--- src/rtl/window_3x3_gen.sv ---
// window_3x3_gen: streaming 3x3 neighbourhood generator feeding the blur stage.
// Keeps two previous image rows in line buffers and shifts a 3x3 window one
// column per accepted pixel. A window is emitted only when it lies entirely
// inside the frame (x>=2, y>=2).
// Handshake: a pixel is accepted on a rising edge when pixel_valid_in and
// ready_out are both high; ready_out is simply !busy_in, and a pixel offered
// while not ready is not consumed and must be held by the source.
// Optional feature macro: WINDOW_GEN_ERROR_EN (sticky flag on valid-while-busy).
module window_3x3_gen #(
  parameter int WIDTH = 8,
  parameter int IMG_W = 64,
  parameter int IMG_H = 64
) (
  input  logic                 clk_in,
  input  logic                 rst_in,
  input  logic [WIDTH-1:0]     pixel_in,
  input  logic                 pixel_valid_in,
  output logic                 ready_out,
  input  logic                 busy_in,
  output logic [3*WIDTH-1:0]   r0_data_out,
  output logic [3*WIDTH-1:0]   r1_data_out,
  output logic [3*WIDTH-1:0]   r2_data_out,
  output logic                 data_valid_out,
  output logic                 frame_done_out,
  output logic                 error_out
);

  localparam int XW = (IMG_W > 1) ? $clog2(IMG_W) : 1;
  localparam int YW = (IMG_H > 1) ? $clog2(IMG_H) : 1;
  localparam logic [XW-1:0] X_LAST = XW'(IMG_W - 1);
  localparam logic [YW-1:0] Y_LAST = YW'(IMG_H - 1);
  localparam logic [XW-1:0] X_TWO  = XW'(2);
  localparam logic [YW-1:0] Y_TWO  = YW'(2);

  logic                accept;
  logic [XW-1:0]       x_q, x_d;
  logic [YW-1:0]       y_q, y_d;
  logic [WIDTH-1:0]    lb0_q [IMG_W];  // row y-2
  logic [WIDTH-1:0]    lb1_q [IMG_W];  // row y-1
  logic [WIDTH-1:0]    l0_rd, l1_rd;
  logic [3*WIDTH-1:0]  win0_q, win0_d;
  logic [3*WIDTH-1:0]  win1_q, win1_d;
  logic [3*WIDTH-1:0]  win2_q, win2_d;
  logic                emit, last_px;
  logic                dv_q, done_q;

  assign ready_out = !busy_in;
  assign accept    = pixel_valid_in && !busy_in;
  assign l0_rd     = lb0_q[x_q];
  assign l1_rd     = lb1_q[x_q];
  assign emit      = accept && (x_q >= X_TWO) && (y_q >= Y_TWO);
  assign last_px   = accept && (x_q == X_LAST) && (y_q == Y_LAST);

  // Next-state for raster position and window shift; everything holds on non-accept cycles.
  always_comb begin
    x_d    = x_q;
    y_d    = y_q;
    win0_d = win0_q;
    win1_d = win1_q;
    win2_d = win2_q;
    if (accept) begin
      if (x_q == X_LAST) begin
        x_d = '0;
        y_d = (y_q == Y_LAST) ? '0 : y_q + YW'(1);
      end else begin
        x_d = x_q + XW'(1);
      end
      win0_d = {win0_q[2*WIDTH-1:0], l0_rd};
      win1_d = {win1_q[2*WIDTH-1:0], l1_rd};
      win2_d = {win2_q[2*WIDTH-1:0], pixel_in};
    end
  end

  // Position counters, window registers and output pulses, cleared by reset.
  always_ff @(posedge clk_in) begin
    if (!rst_in) begin
      x_q    <= '0;
      y_q    <= '0;
      win0_q <= '0;
      win1_q <= '0;
      win2_q <= '0;
      dv_q   <= 1'b0;
      done_q <= 1'b0;
    end else begin
      x_q    <= x_d;
      y_q    <= y_d;
      win0_q <= win0_d;
      win1_q <= win1_d;
      win2_q <= win2_d;
      dv_q   <= emit;
      done_q <= last_px;
    end
  end

  // Line buffers: no reset (stale rows are never emitted because y>=2 gates output).
  always_ff @(posedge clk_in) begin
    if (rst_in && accept) begin
      lb0_q[x_q] <= l1_rd;
      lb1_q[x_q] <= pixel_in;
    end
  end

  assign r0_data_out    = win0_q;
  assign r1_data_out    = win1_q;
  assign r2_data_out    = win2_q;
  assign data_valid_out = dv_q;
  assign frame_done_out = done_q;

`ifdef WINDOW_GEN_ERROR_EN
  logic err_q;

  // Sticky flag: source offered a pixel while downstream was busy.
  always_ff @(posedge clk_in) begin
    if (!rst_in) begin
      err_q <= 1'b0;
    end else if (pixel_valid_in && busy_in) begin
      err_q <= 1'b1;
    end
  end

  assign error_out = err_q;
`else
  assign error_out = 1'b0;
`endif

endmodule

--- config.mk ---
export PLATFORM = sky130hd
export DESIGN_NAME = window_3x3_gen
export DESIGN_NICKNAME = d
export VERILOG_FILES = /design/src/rtl/window_3x3_gen.sv
export SDC_FILE = /design/constraint.sdc
export NUM_CORES = 1
export LEC_CHECK = 0
export CORE_MARGIN = 4
export CORE_UTILIZATION = 62
export DETAILED_ROUTE_END_ITERATION = 8
export PLACE_DENSITY = 0.79
export SLEW_MARGIN = 20
export SYNTH_ARGS = -nofsm -noshare
export SYNTH_HDL_FRONTEND = slang
export SYNTH_SLANG_ARGS = --single-unit
--- constraint.sdc ---
create_clock -name clk_in -period 3 [get_ports clk_in]
set_input_delay 0.45 -clock clk_in [delete_from_list [all_inputs] [get_ports clk_in]]
set_output_delay 0.45 -clock clk_in [all_outputs]
set_load 0.02 [all_outputs]
# Word level (Yosys, flattened, before mapping)
# Memories as Yosys holds them, arrays and structs flattened. A register that Yosys moved wholly into a read port is not among the register bits.
# Cells that the tools add are included.
# word_totals
mem_count	2
ram_bits	1024
input_bits	12
wordCells	30
regBits	86
output_inout_bits	76
# memory_table
memory	depth	word_bits	read_ports	rd_clocked_by_memory_dff	write_ports	line	text
lb0_q	64	8	1	1	1	38	logic [WIDTH-1:0] lb0_q [IMG_W];
lb1_q	64	8	1	1	1	39	logic [WIDTH-1:0] lb1_q [IMG_W];
# classes
n_addsub	2
n_eq_ne	2
magnitude_cmp	2
muxes	6
reduce_logical	9
# ops
cell	n
6-bit 2-to-1 mux	4
6-bit by 1-bit adder with 6-bit output, second input constant	2
6-bit equality test, second input constant	2
6-bit by 2-bit greater-or-equal comparator with 1-bit output, second input constant	2
1-bit logical AND	6
1-bit logical NOT	2
1-bit 2-to-1 mux	2
2-bit AND reduction	1

# Longest topological paths before layout
# Gate-level depths: netlist of run 1.
# depth
ltp_word	5
depth_mapped	9
depth_no_buf	6

# Worst setup path after synthesis of run 1
# Ideal clock, no wire load.
# synth_timing
path_type	reg-to-reg
start	register (tool-made name)
end	memory lb0_q[0][0], data pin
n_path_buf	4
setup_ps	514
stages_incl_launch_ff	10
t_required_ps	2486
arrival_time_ps	2250
setup_slack_ps	236
period_less_slack_ps	2764
path_cell_list	dfxtp_1 -> buf_6 -> buf_6 -> buf_6 -> buf_6 -> mux2_2 -> a221oi_1 -> nand3_1 -> nand4_1 -> nand2_1
# synth_rtl
element	line
end: declaration	38

==> results of run 1 <==
## layout make-up
class / instances / area, um2 / share of cell area
diodes: 1 / 2.50 / 0.0000493
clock buffers: 137 / 2940 / 0.0579
clock inverters: 59 / 779 / 0.0154
inverters: 7 / 26.3 / 0.000518
multi-input cells: 1135 / 10100 / 0.198
flip-flops and latches: 1116 / 32600 / 0.643
well taps: 931 / 1160 / 0.0230
repair buffers: 286 / 3170 / 0.0624
## cell usage after synthesis (3+ instances only)
cell type / n
a21boi_0: 58
a22o_1: 20
buf_2: 49
nand4_1: 17
nand2b_1: 22
o21ai_1: 4
inv_1: 5
nand3_1: 20
mux4_2: 143
nor3_1: 8
a211oi_1: 4
a221o_1: 4
and2_1: 8
a22oi_1: 51
edfxtp_1: 1024
nand3b_1: 16
nor3b_1: 11
o221ai_1: 3
or3_1: 3
a32oi_1: 9
dfxtp_1: 92
nand2_1: 189
a21oi_1: 15
buf_4: 28
o21ai_0: 55
nor2b_1: 10
buf_1: 9
o22ai_1: 29
o2bb2ai_1: 14
o31ai_1: 3
a31oi_1: 27
and3_1: 17
buf_6: 22
nor2_1: 81
xnor2_1: 4
and2_0: 4
clkbuf_1: 45
mux2_2: 70
o211ai_1: 17
ha_1: 4
a221oi_1: 43
mux2i_1: 116
## cell families (layout without fill, tap and decap cells)
| group | count (synthesis) | count (layout) | synth area share |
|---|---|---|---|
| AOI/OAI and AO/OA | 368 | 368 | 0.0610 |
| xor gates and xnor gates | 6 | 6 | 0.00121 |
| adders and majority gates | 4 | 4 | 0.00115 |
| buffers and inverters | 161 | 489 | 0.0217 |
| DFF | 1116 | 1116 | 0.748 |
| muxes | 333 | 333 | 0.120 |
| other | 1 | 2 | 0.0000861 |
| and+or+nand+nor | 423 | 423 | 0.0465 |
## sequential cells by signal, summed over array words and instances, names as in the netlist, named ones only
name            cells
r2_data_out        24
lb0_q             512
r1_data_out        24
x_q                 6
r0_data_out        24
lb1_q             512
data_valid_out      1
y_q                 6
frame_done_out      1
## worst max-delay path, stage by stage, from the launching register on
cell	delay (ns)
dfxtp_4	0.44
buf_4	0.19
buf_4	0.21
nand2b_1	0.27
buf_4	0.19
o22ai_1	0.07
o21ai_0	0.55
nand4_1	0.37
nand2_2	0.25
buf_12	0.22
## final timing paths
check,from,depth (start not counted),slack [ns],to
min,pixel_in[4],1,0.24,lb1_q[5][4]
max,flip-flop,9,0.04,lb0_q[11][6]
min reg2reg,r0_data_out[21],2,0.46,r0_data_out[21]
max reg2reg,flip-flop,9,0.04,lb0_q[11][6]
## metal layers
| layer | wire length, um | GRT usage | vias up |
|---|---|---|---|
| met1 | 39400 | 0.421 | 12600 |
| met2 | 53000 | 0.474 | 1929 |
| met4 | 4700 | 0.117 | 4 |
| li1 | - | - | 10200 |
| met5 | 24 | 0 | - |
| met3 | 14500 | 0.0645 | 289 |
## power breakdown
part / internal (W) / switching [W] / leakage, nW
sequential: 0.0171 / 0.0000926 / 9.96
combinational: 0.000614 / 0.00105 / 4.22
clock: 0.00853 / 0.00566 / 1.84
## per-stage QoR
stage	setup slack, ns	cell area [um2]	utilization
2_1_floorplan	0.236	43600	-
3_3_place_gp	0.0889	46900	0.679
3_5_place_dp	0.00614	46900	0.679
4_1_cts	0.00453	50700	0.734
5_1_grt	0.0128	50800	0.735
6_report	0.0381	50800	0.735
## layout by cell type (no fill, tap or decap), types with 9 or more instances in the layout
master	Yosys	layout
o21ai_0	55	55
o2bb2ai_1	14	14
nand2b_1	22	21
nand2_1	189	181
buf_2	49	9
a22o_1	20	20
clkinv_1	1	11
and3_1	17	17
nand3b_1	16	16
buf_12	0	68
a31oi_1	27	27
nor3b_1	11	11
o22ai_1	29	29
clkdlybuf4s50_1	0	77
clkbuf_16	0	111
nand4_1	17	17
a221oi_1	43	43
edfxtp_1	1024	1024
a21boi_0	58	58
nor2_1	81	80
mux2i_1	116	116
mux2_2	70	70
nor2b_1	10	9
a21oi_1	15	15
mux4_2	143	143
clkinv_2	0	23
dfxtp_1	92	86
a22oi_1	51	51
a32oi_1	9	9
o211ai_1	17	17
buf_4	28	132
clkbuf_1	45	17
nand3_1	20	19
bufinv_16	0	19
## repair_timing
item | CTS | global route
cloned | 0 | 0
endpoints found under the setup margin | 80 | 163
resized for setup | 0 | 1
hold endpoints to repair | 0 | 0
buffers inserted | 7 | 7
==> impl_results.md, run 1 <==
* Synth Area per Inst at 18.1 um2
* Drt wl/cell at 30.4 um
* Fmax achieved at 338 MHz
* CP Capture Type: flip-flop
* Area leader, netlist: edfxtp_1
* Status: finished with violations
* Leak at 16.0 nW
* Flops & latches, synth at 1116
* Synth area leaders: edfxtp_1 (71%), mux4_2 (7.4%), dfxtp_1 (4.2%), mux2i_1 (2.7%), mux2_2 (1.8%)
* H-tree Lvls at 3
* Clock transition at path regs at 0.07 ns
* Syn Nets at 2428
* Rows at 96
* VDD IR-drop max at 520 uV
* Slew at the pin closest to its max-slew limit at 0.985 ns
* Chip height at 273 um
* Antenna violations before repair at 3
* Slew headroom at 0.344
* Clock Skew at 0.0228 ns
* Critical path peak fanout at 36
* Cell Pwr Density at 651 nW/um2
* Synth Warn # at 0
* CTS Sinks at 1116
* Clk buf depth at 3
* Sequential-to-total area share from yosys stat at 0.748
* Number of flops mapped to enable cells by yosys at 1024
* Share of cells above drive strength 1 at 0.227
* Largest net degree at the start of global routing at 74
* Worst Hold Class: input port to flip-flop
* Via Count at 25.0k
* Crit Path Category: flip-flop to flip-flop
* Total design power at 0.0331 W
* Main synth FF type: edfxtp_1
* Overflow after GRT at 0
* WL final at 112 mm
* Minimum clock period at 2.96 ns
* Slew Limit Fails at 0
* CP Launch Type: flip-flop
* Top-area cell type share of the netlist area at 0.706
* Gr usage total at 0.301
* WHS at 0.244 ns
* Post-DP HPWL at 66.6 mm
* Via density at 6.80
* CTS Root Buffer Type: clkbuf_16
* DRC at 2
* Synthesized area at 43600 um2
* Core area at 69100 um2
* Final setup TNS at 0 ns
* Unrepaired setup endpoints after global routing: false
* Count of final setup violators at 0
* Final Hold Viols at 0
* Mapped Cells at 2412
* Clock insertion delay at the later pin of the skew report at 0.66 ns
* TritonCTS clock tree: yes
* Async SR Flop Fraction at 0
* Non-Filler Instances at 3672
* Worst EP arrival at 3.45 ns
* First-pass GRT wire length at 164 mm
* Initial DRC count at 3593
* # IOs at 88
* Nets at 2667
* Count of input and output buffers at 86
* Initial Util at 0.631
* Maximum Capacitance Violations at 0
* Critical path required time at 3.49 ns
* Number of fill cells in the layout at 3697
* Area growth from synthesis to layout at 16.5%
* Number of global-route vias before repair at 24.7k
* TritonCTS Buffers at 105
* Synth cell types at 70
* Die area at 74600 um2
* Failing checks: DRC
* Die extent in x at 273 um
* Antenna-violating nets left at 0
* Placed Cells at 3461
* Fin crit share at 0.987
* Hold_buf cts at 0
* Final GP Congestion at 0.981
* Drt pass-1 iters at 8
Power figures use the tool's default switching activity.
==> inputs of run 2 (changes only) <==
--- a/config.mk
+++ b/config.mk
@@ -7,6 +7,7 @@
 export LEC_CHECK = 0
 export CORE_MARGIN = 4
 export CORE_UTILIZATION = 62
+export CTS_CLUSTER_SIZE = 10
 export DETAILED_ROUTE_END_ITERATION = 8
 export PLACE_DENSITY = 0.79
 export SLEW_MARGIN = 20
==> run 2 against run 1 <==
  * Sequential cell count stayed put
  * Sequential share of layout area up 0.52 points
  * Clock skew is 0.014 ns higher
  * Power decreased by 3.3%
  * Count of clock-buffer cells in the layout rose by 46
  * Highest routed layer unchanged
  * The flow finishes with violations (setup timing)
  * Largest cell class unchanged
  * Final cell count down 0.54%
  * Final area is 0.80% lower
==> impl_results.md, run 2 (synthesis gave the netlist of run 1 again) <==
* Status: finished with violations (unchanged)
* Failing checks: setup timing (was DRC)
* DRC at 0 (was 2)
* Die extent in x at 273 um (unchanged)
* Overflow after GRT at 0 (unchanged)
* Critical path peak fanout at 48 (was 36)
* Clk buf depth at 3 (unchanged)
* Drt pass-1 iters at 8 (unchanged)
* Chip height at 273 um (unchanged)
* Slew headroom at 0.384 (was 0.344)
* First-pass GRT wire length at 164 mm (about the same)
* CP Capture Type: flip-flop (unchanged)
* Psw at 0.00663 W (was 0.00680 W)
* Clock insertion delay at the later pin of the skew report at 0.69 ns (was 0.66 ns)
* VDD IR-drop max at 498 uV (was 520 uV)
* Via density at 6.79 (was 6.80)
* Commonest cells after routing, fill and taps aside: edfxtp_1 (1024), nand2_1 (181), mux4_2 (143) (unchanged)
* Worst Hold Class: input port to flip-flop (unchanged)
* Core area at 69100 um2 (unchanged)
* Antenna-violating nets left at 0 (unchanged)
* Initial Util at 0.631 (unchanged)
* Slew at the pin closest to its max-slew limit at 0.924 ns (was 0.985 ns)
* Drt wl/cell at 30.4 um (about the same)
* Cell Pwr Density at 635 nW/um2 (was 651 nW/um2)
* Post-DP HPWL at 66.6 mm (unchanged)
* Commonest non-fill, non-tap cell in the layout: edfxtp_1 (unchanged)
* Final GP Congestion at 0.981 (unchanged)
* Die area at 74600 um2 (unchanged)
* Crit Path Category: flip-flop to flip-flop (unchanged)
* Final setup TNS at -0.00325 ns (was 0 ns)
* Number of fill cells in the layout at 3729 (was 3697)
* Largest net degree at the start of global routing at 74 (unchanged)
* CP Launch Type: flip-flop (unchanged)
* Minimum clock period at 3.00 ns (was 2.96 ns)
* Unrepaired setup endpoints after global routing: false (unchanged)
* Share of cells above drive strength 1 at 0.210 (was 0.227)
* CTS Sinks at 1116 (unchanged)
* Final Hold Viols at 0 (unchanged)
* Initial DRC count at 3631 (was 3593)
* Nets at 2673 (was 2667)
* Pre-CTS setup slack at 0.00614 ns (unchanged)
* Leak at 15.8 nW (was 16.0 nW)
* Power share of the combinational group at 0.051 (was 0.050)
* Antenna violations before repair at 4 (was 3)
* Clock share of power at 0.410 (was 0.429)
* Fin crit share at 1.00 (was 0.987)
* Count of final setup violators at 1 (was 0)
* Maximum Capacitance Violations at 0 (unchanged)
* Count of input and output buffers at 86 (unchanged)
* Area growth from synthesis to layout at 15.6% (was 16.5%)
* # IOs at 88 (unchanged)
* Slew Limit Fails at 0 (unchanged)
* Number of global-route vias before repair at 24.8k (was 24.7k)
* Sw Share at 0.207 (was 0.206)
* WL final at 111 mm (was 112 mm)
* Gr usage total at 0.300 (was 0.301)
* TritonCTS clock tree: yes (unchanged)
* Worst Setup Slack, final at -0.00325 ns (was 0.0381 ns)
* Rows at 96 (unchanged)
* Critical path required time at 3.37 ns (was 3.49 ns)
* Fmax achieved at 333 MHz (was 338 MHz)
* Seq pwr share at 0.539 (was 0.520)
* Biggest regs: lb0_q (512), lb1_q (512) (unchanged)
* WHS at 0.215 ns (was 0.244 ns)
* Internal power at 0.0253 W (was 0.0263 W)
* Clock transition at path regs at 0.06 ns (was 0.07 ns)
* Hold_buf cts at 0 (unchanged)
* Via Count at 24.8k (was 25.0k)
* CTS Root Buffer Type: clkbuf_16 (unchanged)
* Clock Skew at 0.0364 ns (was 0.0228 ns)
* TritonCTS Buffers at 121 (was 105)
* H-tree Lvls at 3 (unchanged)
* Worst EP arrival at 3.37 ns (was 3.45 ns)
==> run 2: cell types whose count changed in the layout (fill, tap and decap cells not counted), moves of 3 or more <==
cell,previous run,this run
clkbuf_8,6,0
clkbuf_16,111,127
bufinv_16,19,0
clkbuf_2,3,0
clkinv_2,23,0
buf_4,132,123
clkinv_1,11,1
clkbuf_1,17,56
==> run 2: what timing repair did <==
action | CTS | global route
buffers inserted | 4 | 0
gates resized for setup | 0 | 3
setup endpoints to repair | 47 | 162
==> run 2: critical path, cell delays in order (launching register included) <==
cell and delay, ns:
dfxtp_4 0.59, buf_12 0.22, mux4_2 0.52, a22oi_1 0.35
nand3_1 0.22, nand4_1 0.38, nand2_2 0.15, buf_12 0.20
==> run 2: path summary, 6_finish.rpt <==
path / slack (ns) / start / end / depth (start not counted)
worst min register to register: 0.46 / r0_data_out[21] / r0_data_out[21] / 2
worst min-delay path: 0.21 / rst_in / flip-flop / 2
worst max-delay path: -0.003 / flip-flop / lb0_q[46][0] / 7
worst max register to register: -0.003 / flip-flop / lb0_q[46][0] / 7
==> run 2: final cells by class <==
class | instances | area [um2] | share of cell area
antenna | 3 | 7.51 | 0.000149
tap | 931 | 1160 | 0.0231
clock buffer | 183 | 3390 | 0.0673
inverter | 7 | 26.3 | 0.000522
timing repair buffer | 276 | 3080 | 0.0612
clock inverter | 1 | 8.76 | 0.000174
multi-input combinational | 1135 | 10100 | 0.200
sequential | 1116 | 32600 | 0.648
==> run 2: through the flow <==
stage                     instances   util  instance area, um2  power [W]
after floorplan                2412      -               43600     0.0184
after global placement         3461  0.679               46900     0.0191
after detailed placement       3461  0.679               46900     0.0191
after CTS                      3649  0.729               50300     0.0320
after global routing           3649  0.729               50300     0.0328
final                          3652  0.729               50300     0.0320
==> run 2: power groups by stage <==
stage	Sequential (W)	Clock, W	Combinational (W)
6_report	0.0172	0.0131	0.00164
2_1_floorplan	0.0175	0	0.000843
5_1_grt	0.0172	0.0139	0.00171
3_3_place_gp	0.0175	0	0.00152
4_1_cts	0.0172	0.0132	0.00161
3_5_place_dp	0.0175	0	0.00157
==> run 2: routing by layer <==
layer  track usage  part of all wire  vias to the layer above  wire (um)
li1              -                 -                    10200          -
met1         0.414              0.35                    12500      39400
met2         0.474              0.48                     1930      53000
met3        0.0719              0.13                      257      14600
met4         0.115             0.038                        4       4200
met5             0           0.00041                        -         46
